==> config.mk <==
export PLATFORM = sky130hd
export DESIGN_NAME = trng_byte_fetcher
export DESIGN_NICKNAME = d
export VERILOG_FILES = /design/src/rtl/trng_byte_fetcher.sv
export SDC_FILE = /design/constraint.sdc
export NUM_CORES = 1
export LEC_CHECK = 0
export BUFFER_PORTS_ARGS = -buffer_cell sky130_fd_sc_hd__buf_4
export CAP_MARGIN = 20
export CORE_MARGIN = 1
export CORE_UTILIZATION = 50
export DETAILED_ROUTE_END_ITERATION = 12
export GPL_ROUTABILITY_DRIVEN = 0
export PLACE_DENSITY = 0.75
export REMOVE_ABC_BUFFERS = 1
export SYNTH_ARGS = -nofsm -noshare
export SYNTH_HDL_FRONTEND = slang
export SYNTH_SLANG_ARGS = --single-unit
==> constraint.sdc <==
create_clock -name clk -period 1.9 [get_ports clk]
set_clock_uncertainty 0.05 [all_clocks]
set_input_delay 0.095 -clock clk [delete_from_list [all_inputs] [get_ports clk]]
set_output_delay 0.095 -clock clk [all_outputs]
set_load 0.01 [all_outputs]
==> src/rtl/trng_byte_fetcher.sv <==
// trng_byte_fetcher
// Fetches one byte at a time from an entropy vector buffer and hands it to
// a consumer over a valid/ready port. A request that goes unanswered for
// TIMEOUT_CYCLES cycles latches a sticky timeout fault.
//
// Build option: define TRNG_FETCH_HEALTH_TEST_EN to add the repetition
// count health test. When it is defined, a run of RCT_LIMIT identical
// captured bytes latches a sticky repetition fault. When it is undefined,
// every captured byte is delivered and only the timeout fault can occur.
//
// state    | meaning
// ---------+------------------------------------------------------------
// ST_IDLE  | nothing pending, a new request starts on the next edge
// ST_REQ   | load the timeout counter and raise vec_req
// ST_WAIT  | vec_req high, counting down and waiting for vec_valid
// ST_HOLD  | out_data/out_valid presented until the consumer accepts
// ST_FAULT | sticky fault; only rst leaves this state

module trng_byte_fetcher #(
  parameter int unsigned TIMEOUT_CYCLES = 255,
  parameter int unsigned RCT_LIMIT      = 4
) (
  input  logic       clk,
  input  logic       rst,
  output logic       vec_req,
  input  logic [7:0] vec_in,
  input  logic       vec_valid,
  output logic [7:0] out_data,
  output logic       out_valid,
  input  logic       out_ready,
  output logic       fault,
  output logic [1:0] fault_code
);

  localparam logic [1:0] CODE_NONE    = 2'b00;
  localparam logic [1:0] CODE_TIMEOUT = 2'b01;
  localparam logic [1:0] CODE_REPEAT  = 2'b10;

  localparam logic [7:0] TIMEOUT_LOAD = 8'(TIMEOUT_CYCLES);

  localparam bit PARAMS_OK = (TIMEOUT_CYCLES >= 1) && (TIMEOUT_CYCLES <= 255) &&
                             (RCT_LIMIT >= 2) && (RCT_LIMIT <= 15);

  // Refuse to elaborate with parameters the counters cannot represent.
  generate
    if (!PARAMS_OK) begin : g_bad_params
      $error("trng_byte_fetcher: TIMEOUT_CYCLES must be 1..255 and RCT_LIMIT 2..15");
    end
  endgenerate

  typedef enum logic [2:0] {
    ST_IDLE  = 3'd0,
    ST_REQ   = 3'd1,
    ST_WAIT  = 3'd2,
    ST_HOLD  = 3'd3,
    ST_FAULT = 3'd4
  } state_t;

  state_t     state;
  logic [7:0] tmo_cnt;
  logic       capture;
  logic       rep_trip;

  // A capture is only possible while the request is outstanding.
  assign capture = (state == ST_WAIT) && vec_valid;

`ifdef TRNG_FETCH_HEALTH_TEST_EN
  localparam logic [3:0] RCT_MAX = 4'(RCT_LIMIT);

  logic [7:0] prev_byte;
  logic [3:0] run_cnt;
  logic [3:0] run_next;

  // Run length the current byte would produce; run_cnt == 0 means no byte
  // has been captured since reset, so there is nothing to compare against.
  always_comb begin
    run_next = 4'd1;
    if ((run_cnt != 4'd0) && (vec_in == prev_byte)) begin
      run_next = run_cnt + 4'd1;
    end
    rep_trip = (run_next == RCT_MAX);
  end

  // Track the previous captured byte and the length of its run.
  always_ff @(posedge clk) begin
    if (rst) begin
      prev_byte <= 8'h00;
      run_cnt   <= 4'd0;
    end else if (capture) begin
      prev_byte <= vec_in;
      run_cnt   <= run_next;
    end
  end
`else
  assign rep_trip = 1'b0;
`endif

  // Request/capture/handoff sequencer with all outputs registered.
  always_ff @(posedge clk) begin
    if (rst) begin
      state      <= ST_IDLE;
      tmo_cnt    <= 8'd0;
      vec_req    <= 1'b0;
      out_data   <= 8'h00;
      out_valid  <= 1'b0;
      fault      <= 1'b0;
      fault_code <= CODE_NONE;
    end else begin
      case (state)
        ST_IDLE: begin
          if (!out_valid && !fault) begin
            state <= ST_REQ;
          end
        end

        ST_REQ: begin
          vec_req <= 1'b1;
          tmo_cnt <= TIMEOUT_LOAD;
          state   <= ST_WAIT;
        end

        ST_WAIT: begin
          tmo_cnt <= tmo_cnt - 8'd1;
          // A byte arriving on the terminal-count edge still wins over the
          // timeout, so vec_valid is tested first.
          if (capture) begin
            vec_req <= 1'b0;
            if (rep_trip) begin
              fault      <= 1'b1;
              fault_code <= CODE_REPEAT;
              state      <= ST_FAULT;
            end else begin
              out_data  <= vec_in;
              out_valid <= 1'b1;
              state     <= ST_HOLD;
            end
          end else if (tmo_cnt <= 8'd1) begin
            vec_req    <= 1'b0;
            fault      <= 1'b1;
            fault_code <= CODE_TIMEOUT;
            state      <= ST_FAULT;
          end
        end

        ST_HOLD: begin
          if (out_valid && out_ready) begin
            out_valid <= 1'b0;
            state     <= ST_IDLE;
          end
        end

        ST_FAULT: begin
          vec_req   <= 1'b0;
          out_valid <= 1'b0;
          fault     <= 1'b1;
        end

        default: begin
          vec_req   <= 1'b0;
          out_valid <= 1'b0;
          state     <= ST_IDLE;
        end
      endcase
    end
  end

endmodule
Yosys cells after proc, flatten, opt, wreduce, memory -nomap -nowiden --
Cells that the tools add are included.
Operators by class: add/subtract/negate cells 1, eq/ne operators 10, magnitude comparators 1, bitwise logic cells 4, reductions and logical operators 16, muxes and demuxes 15
Operators with widths (number):
- $pmux W8 S2 | 1
- $pmux W3 S5 | 1
- $mux W3 | 4
- $reduce_and A3 Y1 | 3
- $le A8 B1 Y1 const B | 1
- $ne A2 B2 Y1 const B | 4
- $sub A8 B1 Y8 const B | 1
- $eq A3 B2 Y1 const B | 2
- $mux W1 | 6
- $pmux W1 S3 | 2
- $not A1 Y1 | 4
- $reduce_and A2 Y1 | 2
- $reduce_and A4 Y1 | 1
- $reduce_bool A2 Y1 | 2
- $reduce_or A2 Y1 | 2
- $eq A3 B1 Y1 const B | 1
- $eq A3 B3 Y1 const B | 1
- $logic_and A1 B1 Y1 | 3
- $logic_not A3 Y1 | 1
- $ne A3 B2 Y1 const B | 1
- $logic_not A1 Y1 | 2
- $ne A2 B1 Y1 const B | 1
- $pmux W1 S2 | 1
Word-level totals: logic and storage cells 54, input port bits 12, bits in registers 23, output and inout port bits 13

Depth between registers and ports, before layout --
Gate-level depths: netlist of run 1.
depth after elaboration 4, mapped depth 6, gate-level depth less buffers 6

Worst setup path before layout of run 1 --
OpenSTA, ideal clock, no wires.
path kind register to register, start point register state[0], end point register tmo_cnt[6], arrival time 1.623 ns, required time 1.785 ns, library setup time 0.065 ns, buffers on the path 1, setup slack 0.162 ns, clock period less this slack 1.738 ns, stages on the path, launching flop included 6, cells stage by stage dfxtp_1 > buf_6 > or4b_4 > nor4_4 > mux2_2 > nor2_1
Between the ends: cells in the longest elaborated chain, start to end 2, elaborated cells between the ends (all ways) 4, those cells by class eq/ne: 2; mux: 1; reduce/logical: 1
Ends and longest elaborated chain:
- start: declaration | RTL line 59 | state_t state;
- start signal: assignment | RTL line 101 | state <= ST_IDLE;
- start signal: assignment | RTL line 112 | state <= ST_REQ;
- start signal: assignment | RTL line 119 | state <= ST_WAIT;
- $eq A3 B2 Y1 / $eq A3 B1 Y1 (equally long branches) | RTL line 109 | case (state)
- $pmux W8 S2 / $reduce_bool A2 Y1 (equally long branches)
- end signal: assignment | RTL line 123 | tmo_cnt <= tmo_cnt - 8'd1;
- end: declaration | RTL line 60 | logic [7:0] tmo_cnt;
Parallel ways exist; a longest one is shown, timed or not. A chain may end at the register's enable or synchronous reset.

Final worst setup path of run 1 --
start point register tmo_cnt[4], end point register vec_req
Between the ends: cells in the longest elaborated chain, start to end 3
Ends and longest elaborated chain:
- $le A8 B1 Y1 | RTL line 137 | end else if (tmo_cnt <= 8'd1) begin
- $ne A3 B2 Y1 (no source line)
- $reduce_and A2 Y1 (no source line)
- end signal: assignment | RTL line 138 | vec_req <= 1'b0;
- end signal: assignment | RTL line 153 | vec_req <= 1'b0;
- end signal: assignment | RTL line 159 | vec_req <= 1'b0;
- end: declaration | RTL line 25 | output logic vec_req,
No other way between the ends.

==> reports/qor.yml, run 1 <==
routing:
  drt_first_pass_iters: 4
  drt-vias-per-instance: 5.358
  final_antenna_net_count: 0
  route.detailed.wl_per_inst_um: 12.22
  vias: 959
  drt_iter0_drc: 20
  post_route_wl_um: 2187
  drc: 0
setup_path:
  worst-path-max-fanout: 5
  cp-start-kind: "flop"
  cp.arrival_ns: 1.90
  data_required_time_of_the_critical_path_ns: 2.06
  worst_setup_path_end_kind: "flop"
  critical_path_class: "reg -> reg"
clock_tree:
  number_of_cts_inserted_buffers: 3
  cts_hold_buf: 8
  post_cts_buffers: 0
  cts.sinks: 23
  tritoncts: "done"
  path_clk_slew_ns: 0.12
  cts_h_tree_depth: 1
  clockBufferDepth: 2
  clockRootBuffer: "clkbuf_4"
  cts_resized: 0
  worst_skew_pair.late_latency_ns: 0.31
status:
  outcome: "completed"
grt:
  number_of_global_route_vias_before_repair: 941
  wire_length_of_the_first_global_routing_pass_um: 4022
  grt.overflow.total: 0
  antenna_found_initial: 0
  grt_max_degree: 24
  global_route.usage.total_pct: 21.52
timing:
  setup-tns-final_ns: 0
  achievable-frequency_mhz: 575.5
  setup_viol: 0
  fin_crit_sh_pct: 91.46
  min_period_ns: 1.738
  timing_max_transition_violations_final: 0
  unrepaired_setup_endpoints_after_global_routing: "false"
  layout_setup_ws_ns: 0.1623
  final-hold-violation-count: 0
  fin_hold_ws_ns: 0.05530
synth:
  dominantRegCellSynth: "dfxtp_1"
  ys_top_cells_by_count: "dfxtp_1, nand2_1, a21oi_1, nor2_1, nor3_1"
  avgSynthCellArea_um2: 9.053
  post_synth_edffs: 0
  synth_sequential_area_ratio_pct: 42.74
  synth_top_cell_by_area: "dfxtp_1"
  synth-warning-count: 0
  cell_area_after_synthesis_um2: 1077
  postSynthCellCount: 119
  async_reset_ff_share_pct: 0
  synth.top_cells.by_area: "dfxtp_1, nand2_1, a21oi_1"
  synthMostInstantiatedCell: "dfxtp_1"
  yosys_register_bits: 23
  synth.top_cell.area_share_pct: 42.74
  synth_cell_types: 34
die:
  ioPinCount: 25
  placement_rows: 16
  floorplan.die.width_um: 48.42
  dieArea_um2: 2344
  total_core_area_um2: 2002
  die_y_um: 48.42
  initial_utilization_pct: 53.81
placement:
  detailed_place_hpwl_um: 1505
  pre_cts_slack_ns: 0.1626
  place_area_um2: 1262
  portBuffers: 23
flow_run:
  max-cap-violations: 0
pwr:
  total_power_w: 0.001665
  power.leakage_nw: 0.5268
  ir_drop_mv: 1.080
  cellPowerDensity_nw_per_um2: 1217
cells_and_area:
  stdcell_area_um2: 1369
  flow.area_growth_from_synthesis_pct: 27.06
  antenna_cells_inserted: 0
  drive_gt1_share_pct: 28.29
  layout.nets: 167
  fillerInstances: 165
hold_path:
  holdCritPathClass: "in -> reg"
report_power, final:
part	switching [W]	internal (W)	total (W)	leakage (nW)
Sequential	0.000127	0.000600	0.000726	0.188
Combinational	0.000352	0.000363	0.000715	0.323
Clock	0.000141	0.0000820	0.000223	0.0150
cells by family (layout without fill, tap and decap cells):
| logic type | Yosys count | count (layout) | synth area share, % |
|---|---|---|---|
| AND/OR/NAND/NOR | 53 | 53 | 29.27 |
| AO/OA/AOI/OAI | 25 | 25 | 15.10 |
| flip-flops | 23 | 23 | 42.74 |
| buffers and inverters | 12 | 45 | 7.201 |
| adder cells (fa/ha/maj) | 3 | 3 | 3.252 |
| multiplexers | 2 | 2 | 2.090 |
| other | 1 | 1 | 0.3481 |
stage by stage:
stage          instances  util [%]
6_report             179     68.38
5_1_grt              179     68.38
4_1_cts              179     68.38
3_5_place_dp         167     63.06
3_3_place_gp         167     63.06
2_1_floorplan        112         -
cell type report:
type	instances	area, um^2	share of cell area (%)
multi-input cells	84	539.3	39.40
flip-flops and latches	23	460.4	33.64
repair buffers	36	290.3	21.21
well taps	27	33.78	2.468
clock buffers	4	26.28	1.920
inverters	5	18.77	1.371
cell usage in the layout (no fill, tap or decap), types with 2 or more instances in the layout:
cell type	count
nand4_1	2
inv_1	5
ha_1	2
buf_4	28
nor3_1	8
nand2_1	20
clkbuf_4	3
dfxtp_1	23
nor2_1	9
dlygate4sd3_1	8
o31a_1	2
a21oi_1	12
nor3b_2	3
mux2_2	2
a211oi_1	7
critical path: stages, from the launching register on:
cell,delay [ns]
dfxtp_1,0.38
or4_4,0.57
o41a_1,0.40
a22oi_1,0.19
nor2_1,0.05
sequential cells by signal (all words and copies together), names as in the netlist:
name,count
out_valid,1
fault_code,1
tmo_cnt,8
out_data,8
fault,1
vec_req,1
state,3
metal layers:
layer  routed length [um]  global-route usage [%]
met4                   19                   8.333
met5                    0                       0
met2                 1133                   38.03
met3                   68                   4.088
met1                  966                   25.69
path summary, 6_finish.rpt:
check | slack, ns | cells past startpoint | from | to
worst min register to register | 0.40 | 2 | fault_code[0]$_SDFFE_PP0P_ | fault_code[0]$_SDFFE_PP0P_
worst max-delay path | 0.16 | 4 | tmo_cnt[4]$_SDFFE_PP0P_ | vec_req$_SDFFE_PP0P_
worst min-delay path | 0.06 | 4 | out_ready | out_valid$_SDFFE_PP0P_
worst max register to register | 0.16 | 4 | tmo_cnt[4]$_SDFFE_PP0P_ | vec_req$_SDFFE_PP0P_
Note: power is estimated with default switching activity, not from simulation.
==> run 2: changes to the inputs <==
clock period = 2.15 ns   (was 1.9 ns; I/O delays follow)
==> run 2 against run 1 <==
  * Maximum frequency shrank 5.7%
  * Largest cell class unchanged
  * Routed wire length shrank 2.3%
  * Critical endpoint is now tmo_cnt[6]$_SDFFE_PP0P_
  * Largest power group unchanged
  * Register-to-register slack gained 0.14 ns
  * Sequential share of layout area grew 0.72 points
  * Sequential power shrank 6.9%
  * Cell area shrank 2.1%
  * Final cell count shrank 2.2%
  * Die area is the same
  * Non-clock buffer count shrank 4
  * Setup slack gained 0.14 ns
  * Total power shrank 13%
  * Flip-flop and latch count is the same
==> reports/qor.yml, run 2 (synthesis gave the netlist of run 1 again) <==
timing:
  unrepaired_setup_endpoints_after_global_routing: "false"
  final-hold-violation-count: 0
  achievable-frequency_mhz: 542.4
  setup_viol: 0
  worst_relative_slew_slack_pct: 61.13
  fin_crit_sh_pct: 85.75
  min_period_ns: 1.844
  setup-tns-final_ns: 0
  timing_max_transition_violations_final: 0
  layout_setup_ws_ns: 0.3063
  tightest_slew_ns: 0.5806
pwr:
  ir_drop_mv: 0.8904
  total_power_w: 0.001445
  cellPowerDensity_nw_per_um2: 1079
  power.leakage_nw: 0.5087
die:
  ioPinCount: 25
  initial_utilization_pct: 53.81
  floorplan.die.width_um: 48.42
  placement_rows: 16
  total_core_area_um2: 2002
  die_y_um: 48.42
  dieArea_um2: 2344
setup_path:
  data_required_time_of_the_critical_path_ns: 2.36
  cpMaxStageDelayCell: "or4b_4"
  reg2reg_setup_slack_ns: 0.31
  largest_stage_delay_worst_path_ns: 0.64
  cp-start-kind: "flop"
  worst-path-max-fanout: 10
  cp_cell_sequence: "or4b_4 -> nor4_4 -> mux2_2 -> nor2_1"
  cp.arrival_ns: 2.06
  critical_path_class: "reg -> reg"
  worst_setup_path_end_kind: "flop"
clock_tree:
  post_cts_buffers: 0
  cts_h_tree_depth: 1
  path_clk_slew_ns: 0.13
  clockRootBuffer: "clkbuf_4"
  worst_skew_pair.late_latency_ns: 0.32
  cts.sinks: 23
  tritoncts: "done"
  cts_resized: 0
  clockBufferDepth: 2
  number_of_cts_inserted_buffers: 3
routing:
  route.detailed.wl_per_inst_um: 12.21
  post_route_wl_um: 2137
  drc: 0
  final_antenna_net_count: 0
  vias: 939
  drt-vias-per-instance: 5.366
  drt_iter0_drc: 11
  drt_first_pass_iters: 4
grt:
  wire_length_of_the_first_global_routing_pass_um: 3898
  antenna_found_initial: 0
  global_route.usage.total_pct: 21.11
  grt.overflow.total: 0
  number_of_global_route_vias_before_repair: 949
  grt_max_degree: 24
cells_and_area:
  drive_gt1_share_pct: 27.03
  antenna_cells_inserted: 0
  layout.nets: 163
  stdcell_area_um2: 1340
  flow.area_growth_from_synthesis_pct: 24.39
  layout_common_cells: "buf_4, dfxtp_1, nand2_1"
  most_common_library_cell_in_the_layout_ignoring_fill_and_taps: "buf_4"
  layout_top_registers: "out_data (8), tmo_cnt (8), state (3)"
  fin_util_pct: 66.94
  fillerInstances: 179
placement:
  pre_cts_slack_ns: 0.3421
  portBuffers: 23
  detailed_place_hpwl_um: 1458
  place_area_um2: 1232
status:
  outcome: "completed"
flow_run:
  max-cap-violations: 0
hold_path:
  holdCritPathClass: "in -> reg"
==> run 2: critical path: cells and delay by family (launching register included) <==
family / cells / cell delay (ns)
flops: 1 / 0.43
simple gates: 3 / 0.95
mux: 1 / 0.35
==> run 2: what timing repair did <==
| item | CTS | global route |
|---|---|---|
| hold buffers | 8 | 0 |
| setup endpoints to repair | 0 | 0 |
| endpoints found under the hold margin | 8 | 0 |
==> run 2: power breakdown <==
part | internal, W | switching [W] | total [W]
Combinational | 0.000292 | 0.000273 | 0.000565
Clock | 0.0000697 | 0.000135 | 0.000204
Sequential | 0.000530 | 0.000146 | 0.000676
Total | 0.000892 | 0.000554 | 0.00145
==> run 2: layout make-up <==
class / count / area, um^2 / area share, %
inverter: 5 / 18.77 / 1.401
sequential: 23 / 460.4 / 34.36
clock buffer: 3 / 22.52 / 1.681
clock inverter: 1 / 5.005 / 0.3735
timing repair buffer: 32 / 260.3 / 19.42
multi-input combinational: 84 / 539.3 / 40.24
tap: 27 / 33.78 / 2.521
==> run 2: stage by stage <==
stage / hold slack (ns) / cells
after floorplan: 0.1266 / 112
after global placement: 0.3044 / 163
after detailed placement: 0.3153 / 163
after CTS: 0.04806 / 175
after global routing: 0.08675 / 175
final: 0.04542 / 175
==> run 2: per-layer routing <==
metal | GRT usage [%] | routed length (um)
met4 | 10.29 | 40
met3 | 3.459 | 72
met2 | 38.50 | 1075
met1 | 23.67 | 949
met5 | 0 | 0
==> run 2: final timing paths <==
check	from	to	depth (start not counted)
min	out_ready	out_valid$_SDFFE_PP0P_	4
min reg2reg	fault_code[0]$_SDFFE_PP0P_	fault_code[0]$_SDFFE_PP0P_	2
max	state[0]$_SDFFE_PP0P_	tmo_cnt[6]$_SDFFE_PP0P_	4
max reg2reg	state[0]$_SDFFE_PP0P_	tmo_cnt[6]$_SDFFE_PP0P_	4
